## src/rtl/ram_arbiter_pkg.sv

```systemverilog
// Shared types and constants for the two-port RAM arbiter.
package ram_arbiter_pkg;

    localparam int WAIT_W = 4;

    typedef enum logic [1:0] {
        OWN_NONE  = 2'd0,
        OWN_INSTR = 2'd1,
        OWN_DATA  = 2'd2
    } owner_t;

endpackage

```

## src/rtl/ram_arbiter.sv

```systemverilog
// Arbitrates an instruction read port and a data read/write port onto one
// single-port RAM with a fixed one-cycle response path.
module ram_arbiter
    import ram_arbiter_pkg::*;
#(
    parameter int ROUND_ROBIN = 1,
    parameter int MAX_WAIT    = 4
) (
    input  logic        clk,
    input  logic        rst_n,
    input  logic        i_req,
    input  logic [31:0] i_addr,
    output logic        i_gnt,
    output logic        i_rvalid,
    output logic [31:0] i_rdata,
    input  logic        d_req,
    input  logic [31:0] d_addr,
    input  logic        d_we,
    input  logic [3:0]  d_be,
    input  logic [31:0] d_wdata,
    output logic        d_gnt,
    output logic        d_rvalid,
    output logic [31:0] d_rdata,
    output logic        ram_req,
    output logic [31:0] ram_addr,
    output logic        ram_we,
    output logic [3:0]  ram_be,
    output logic [31:0] ram_wdata,
    input  logic [31:0] ram_rdata
);

    localparam logic [WAIT_W-1:0] L_MAX_WAIT = WAIT_W'(MAX_WAIT);

    owner_t             r_owner;
    owner_t             w_owner_next;
    logic               r_last_instr;
    logic [WAIT_W-1:0]  r_wait;
    logic [WAIT_W-1:0]  w_wait_next;
    logic               w_pick_instr;
    logic               w_i_gnt;
    logic               w_d_gnt;

    // Tie-break only matters when both ports request in the same cycle.
    always_comb begin
        w_pick_instr = 1'b0;
        if (ROUND_ROBIN != 0) begin
            w_pick_instr = !r_last_instr;
        end else begin
            w_pick_instr = (r_wait == L_MAX_WAIT);
        end
        w_i_gnt = rst_n && i_req && (!d_req || w_pick_instr);
        w_d_gnt = rst_n && d_req && !w_i_gnt;
    end

    always_comb begin
        w_wait_next = '0;
        if (ROUND_ROBIN == 0 && i_req && !w_i_gnt) begin
            w_wait_next = (r_wait == L_MAX_WAIT) ? r_wait : r_wait + 1'b1;
        end
        w_owner_next = OWN_NONE;
        if (w_i_gnt) begin
            w_owner_next = OWN_INSTR;
        end else if (w_d_gnt) begin
            w_owner_next = OWN_DATA;
        end
    end

    always_ff @(posedge clk or negedge rst_n) begin
        if (!rst_n) begin
            r_owner      <= OWN_NONE;
            r_last_instr <= 1'b1;
            r_wait       <= '0;
        end else begin
            r_owner <= w_owner_next;
            r_wait  <= w_wait_next;
            if (w_i_gnt || w_d_gnt) begin
                r_last_instr <= w_i_gnt;
            end
        end
    end

    always_comb begin
        ram_req   = 1'b0;
        ram_addr  = '0;
        ram_we    = 1'b0;
        ram_be    = '0;
        ram_wdata = '0;
        if (w_i_gnt) begin
            ram_req  = 1'b1;
            ram_addr = i_addr;
            ram_be   = 4'hF;
        end else if (w_d_gnt) begin
            ram_req   = 1'b1;
            ram_addr  = d_addr;
            ram_we    = d_we;
            ram_be    = d_be;
            ram_wdata = d_wdata;
        end
    end

    // Owner of last cycle's access decides who sees this cycle's RAM data.
    assign i_gnt    = w_i_gnt;
    assign d_gnt    = w_d_gnt;
    assign i_rvalid = (r_owner == OWN_INSTR);
    assign d_rvalid = (r_owner == OWN_DATA);
    assign i_rdata  = i_rvalid ? ram_rdata : 32'h0;
    assign d_rdata  = d_rvalid ? ram_rdata : 32'h0;

endmodule

```

## config.mk

```make
export PLATFORM = sky130hd
export DESIGN_NAME = ram_arbiter
export DESIGN_NICKNAME = d
export VERILOG_FILES = /design/src/rtl/ram_arbiter_pkg.sv /design/src/rtl/ram_arbiter.sv
export SDC_FILE = /design/constraint.sdc
export NUM_CORES = 1
export LEC_CHECK = 0
export ABC_CLOCK_PERIOD_IN_PS = 2500
export BUFFER_PORTS_ARGS = -buffer_cell sky130_fd_sc_hd__buf_2
export CORE_AREA = 2 2 108 110
export CTS_BUF_LIST = sky130_fd_sc_hd__clkbuf_16
export CTS_CLUSTER_DIAMETER = 200
export DETAILED_ROUTE_END_ITERATION = 8
export DIE_AREA = 0 0 110 112
export GPL_ROUTABILITY_DRIVEN = 0
export GPL_TIMING_DRIVEN = 0
export PLACE_DENSITY = 0.51
export RECOVER_POWER = 100
export SYNTH_ARGS = -nofsm -noshare
export SYNTH_HDL_FRONTEND = slang
export SYNTH_SLANG_ARGS = --single-unit
```

## constraint.sdc

```tcl
create_clock -name clk -period 2.5 [get_ports clk]
set_input_delay 0.625 -clock clk [delete_from_list [all_inputs] [get_ports clk]]
set_output_delay 0.625 -clock clk [all_outputs]
set_load 0.02 [all_outputs]
```

---- Yosys cells after proc, flatten, opt, wreduce, memory -nomap -nowiden ----
Cells that the tools add are included.
word-level totals
  flip-flop bits (word level) ............. 3
  latch bits .............................. 0
  memory bits (writable) .................. 0
  ROM bits ................................ 0
  bits of input ports ..................... 137
  output and inout port bits .............. 138
  word-level logic and storage cells ...... 27
  memories kept ........................... 0
operators by class
  add/subtract/negate cells ............... 0
  multiply operators ...................... 0
  div/mod/pow operators ................... 0
  magnitude comparators ................... 0
  eq/ne operators ......................... 2
  shift operators ......................... 0
  muxes and demuxes ....................... 14
  bitwise operators ....................... 0
  reductions and logical operators ........ 9
operators by type and width
  kind                                                 number
  2-to-1 mux 32 bit                                    6
  2-to-1 mux 4 bit                                     2
  logical AND 1 bit                                    4
  2-to-1 mux 1 bit                                     4
  2-to-1 mux 2 bit                                     2
  logical NOT 1 bit                                    3
  equality test 2 x 1 -> 1 bit, second input constant  1
  equality test 2 bit, second input constant           1
  logical OR 1 bit                                     2

---- Longest topological paths before layout ----
  word-level depth ........................ 7
  depth in mapped cells ................... 5
  gate-level depth less buffers ........... 3

---- Worst setup path after synthesis ----
No wires, ideal clock.
  path type ............................... input to output
  start point ............................. input port d_req
  end point ............................... output port ram_addr[10]
  data arrival time ....................... 1.465 ns
  required time ........................... 1.875 ns
  setup slack ............................. 0.410 ns
  cell stages on the path ................. 5
  path buffers ............................ 2
  cell sequence ........................... buf_2 nand2_1 nand2_2 buf_2 o22ai_1
between the ends
  cells in the longest elaborated chain, start to end .. 7
  elaborated cells between the ends (all ways) .. 8
  those cells by class .................... mux: 2; reduce/logical: 6
ends and longest elaborated chain
  element                RTL line           text
  start, declared        ram_arbiter.sv:16  input logic d_req,
  logical NOT 1 bit      ram_arbiter.sv:51  w_i_gnt = rst_n && i_req && (!d_req || w_pick_instr);
  logical OR 1 bit       ram_arbiter.sv:51
  logical AND 1 bit      ram_arbiter.sv:51
  logical NOT 1 bit      ram_arbiter.sv:52  w_d_gnt = rst_n && d_req && !w_i_gnt;
  logical AND 1 bit      ram_arbiter.sv:52
  2-to-1 mux 32 bit      ram_arbiter.sv:92  end else if (w_d_gnt) begin
  2-to-1 mux 32 bit (*)  ram_arbiter.sv:88  if (w_i_gnt) begin
  end, declared          ram_arbiter.sv:25  output logic [31:0] ram_addr,
Mark *: on every way between the ends. The rest lies on a longest branch, timed or not.

---- Final worst setup path ----
  start point ............................. register r_last_instr
  end point ............................... output port ram_wdata[10]
between the ends
  cells in the longest elaborated chain, start to end .. 7
ends and longest elaborated chain
  element                 RTL line           text
  start, declared         ram_arbiter.sv:36  logic r_last_instr;
  start signal, assigned  ram_arbiter.sv:77  r_last_instr <= w_i_gnt;
  logical NOT 1 bit (*)   ram_arbiter.sv:47  w_pick_instr = !r_last_instr;
  logical OR 1 bit (*)    ram_arbiter.sv:51
  logical AND 1 bit (*)   ram_arbiter.sv:51
  logical NOT 1 bit       ram_arbiter.sv:52
  logical AND 1 bit       ram_arbiter.sv:52
  2-to-1 mux 32 bit       ram_arbiter.sv:92
  2-to-1 mux 32 bit (*)   ram_arbiter.sv:88
  end, declared           ram_arbiter.sv:28  output logic [31:0] ram_wdata,
Marks and branches as above.

==> flow_metrics.py <==
metrics = {
    "status": {
        "status": "complete, no violations",
    },
    "critical_path": {
        "crit_fanout": 10,
        "cpMaxStageDelayCell": "dfstp_2",
        "cp_data_arrival_time_ns": 1.74,
        "r2r_slack_ns": 1.20,
        "start_kind": "register",
        "cpMostUsedCell": "clkbuf_2",
        "path_cells": "nand2b_1 -> and3_1 -> buf_6 -> clkbuf_2 -> and2_4 -> clkbuf_2",
        "worst-setup-path-type": "reg2out",
        "r2r_start": "r_last_instr",
        "startpoint": "r_last_instr",
        "cp_data_required_time_ns": 1.88,
        "end_kind": "output port",
        "slowest_delay_ns": 0.54,
        "endpoint": "ram_wdata[10]",
        "crit_cells": 6,
        "path_buf_inv": 3,
        "path_delay_family": "flip-flops",
        "rr_endpoint": "r_owner[0]",
        "ff2ff_path_depth": 4,
    },
    "clock_network": {
        "clockRootBuffer": "clkbuf_16",
        "cts_setup_buffers": 0,
        "postCtsHoldBufs": 0,
        "cts.sinks": 3,
        "cts_buffers": 3,
        "h-tree-depth": 1,
        "cts_tree": "done",
        "clkLatencyLatePin_ns": 0.23,
        "clock_path_buffers": 2,
        "path_clk_slew_ns": 0.04,
    },
    "power": {
        "power.total_uw": 929,
        "cellPowerDensity_nw_per_um2": 311,
        "leakagePower_uw": 0.00171,
        "peakVddDrop_mv": 0.149,
    },
    "synth": {
        "synth_top_area_frac": 0.322,
        "synth_flop_cell": "dfrtp_1",
        "yosys-top-cells-count": "and2_1 (73), nand2_1 (70), o22ai_1 (32), and2_4 (24), buf_2 (13)",
        "avgSynthCellArea_um2": 5.89,
        "synth.area.top_cells": "and2_1 (32%), nand2_1 (19%), and2_4 (15%)",
        "yosysWarnings": 0,
        "seq_area_frac_synth": 0.0537,
        "yosysMostFrequentCell": "and2_1",
        "synthArstFlopShare": 1.00,
        "synth_cell_types": 17,
        "synth.largest_area_cell": "and2_1",
        "syn_area_um2": 1420,
        "synthCells": 241,
        "synth_edf_count": 0,
        "syn_nets": 378,
        "synth_seq_cells": 3,
    },
    "cells_and_area": {
        "multi_input_area_um2": 1200,
        "drive_above_1_share": 0.527,
        "num-fill-cells": 1296,
        "regArea_um2": 76.3,
        "nets": 656,
        "final_area_um2": 2980,
        "area_delta_synth_final_pct": 110,
        "antennaDiodeCount": 0,
    },
    "route": {
        "wl_per_cell_um": 12.7,
        "vias_per_cell": 4.03,
        "initialDrtViolationCount": 45,
        "vias": 2667,
        "antenna_left": 0,
        "drc_errors": 0,
        "wl_um": 8360,
        "first_pass_iters": 4,
    },
    "floorplanning": {
        "dieArea_um2": 12300,
        "start_util": 0.127,
        "design.core.area_um2": 11200,
        "pin_count": 275,
        "die_h_um": 112,
        "die_x_um": 110,
        "rows": 39,
    },
    "placement": {
        "placed_area_um2": 2970,
        "dp_hpwl_um": 7440,
        "port_buffers": 273,
    },
    "timing": {
        "fmax_mhz": 423,
        "period_needed_ns": 2.37,
        "hold_viol": 0,
        "fin_tns_setup_ns": 0,
        "rsz0062_at_grt": "false",
        "tightest_slew_ns": 0.466,
        "slew_viol_final": 0,
        "finalSetupViolCount": 0,
        "relSlewSlack": 0.689,
        "fin_crit_sh": 0.947,
        "clock_skew_ns": 0.00791,
    },
    "grt": {
        "antenna_found_initial": 0,
        "grt_pass1_vias": 2504,
        "grt_max_degree": 12,
        "grt_pass1_wl_um": 12100,
        "grt.overflow.total": 0,
        "track_usage": 0.124,
    },
    "hold_path": {
        "hold_path.class": "in2async",
    },
    "run": {
        "cap_violations": 0,
    },
}
## layout make-up
class | instances | area share
clock buffers | 3 | 0.0252
flip-flops and latches | 3 | 0.0256
plain buffers | 24 | 0.0440
inverters | 1 | 0.00126
well taps | 143 | 0.0600
multi-input cells | 213 | 0.404
clock inverters | 1 | 0.00126
repair buffers | 273 | 0.439
## worst register-to-register path, delay by kind of cell, from the launching register on
family,cells,cell delay [ns]
DFF,1,0.54
and+or+nand+nor,3,0.35
buffers and inverters,1,0.27
## cells in the final DEF (no fill, tap or decap), drive strengths merged
| master | synthesis | routed |
|---|---|---|
| buf | 17 | 189 |
| clkbuf | 7 | 111 |
| and2 | 97 | 97 |
| nand2 | 71 | 71 |
| o22ai | 32 | 32 |
| a21oi | 5 | 5 |
| nor2 | 3 | 3 |
| inv | 1 | 2 |
| nor2b | 2 | 2 |
| dfrtp | 2 | 2 |
| nand2b | 1 | 1 |
| and3 | 1 | 1 |
| a31oi | 1 | 1 |
| dfstp | 1 | 1 |
## through the flow
stage / hold slack (ns) / std cells / util / worst slack (ns)
detailed placement: 0.481 / 657 / 0.265 / 0.0727
CTS: 0.239 / 661 / 0.272 / 0.0635
finish: 0.234 / 661 / 0.267 / 0.133
global route: 0.239 / 661 / 0.267 / 0.00908
floorplan: 0.329 / 241 / - / 0.410
global placement: 0.478 / 657 / 0.265 / 0.100
## where the power goes
part / switching (uW) / internal [uW] / total, uW / leakage (uW)
Sequential: 3.86 / 56.7 / 60.5 / 0.0000369
Combinational: 367 / 245 / 612 / 0.00163
Clock: 49.5 / 207 / 256 / 0.0000423
Total: 421 / 508 / 929 / 0.00171
## what timing repair did
item	4_1_cts	5_1_grt
gates resized for setup	0	3
endpoints found under the hold margin	0	0
setup endpoints to repair	0	4
## flip-flops by register name, summed over array words and instances (netlist names)
register and flops:
r_owner 2, r_last_instr 1
## routing by layer
metal | track usage | vias up | share of wire
met1 | 0.139 | 1171 | 0.39
met5 | 0 | - | 0
met2 | 0.235 | 161 | 0.51
met3 | 0.0240 | 6 | 0.091
met4 | 0.0253 | 0 | 0.0080
li1 | - | 1329 | -
## logic make-up after synthesis
family | count (synthesis) | synth area share
AOI/OAI and AO/OA | 38 | 0.163
buffers and inverters | 25 | 0.0987
DFF | 3 | 0.0537
and+or+nand+nor | 175 | 0.685
## worst min-delay path by stage
stage | startpoint | end | slack [ns]
3_3_place_gp | rst_n | r_owner[0] | 0.48
5_1_grt | rst_n | r_owner[1] | 0.24
4_1_cts | rst_n | r_owner[1] | 0.24
6_report | rst_n | r_owner[1] | 0.23
3_5_place_dp | rst_n | r_owner[0] | 0.48
2_1_floorplan | rst_n | r_owner[0] | 0.33
Note: power is estimated with default switching activity, not from simulation.
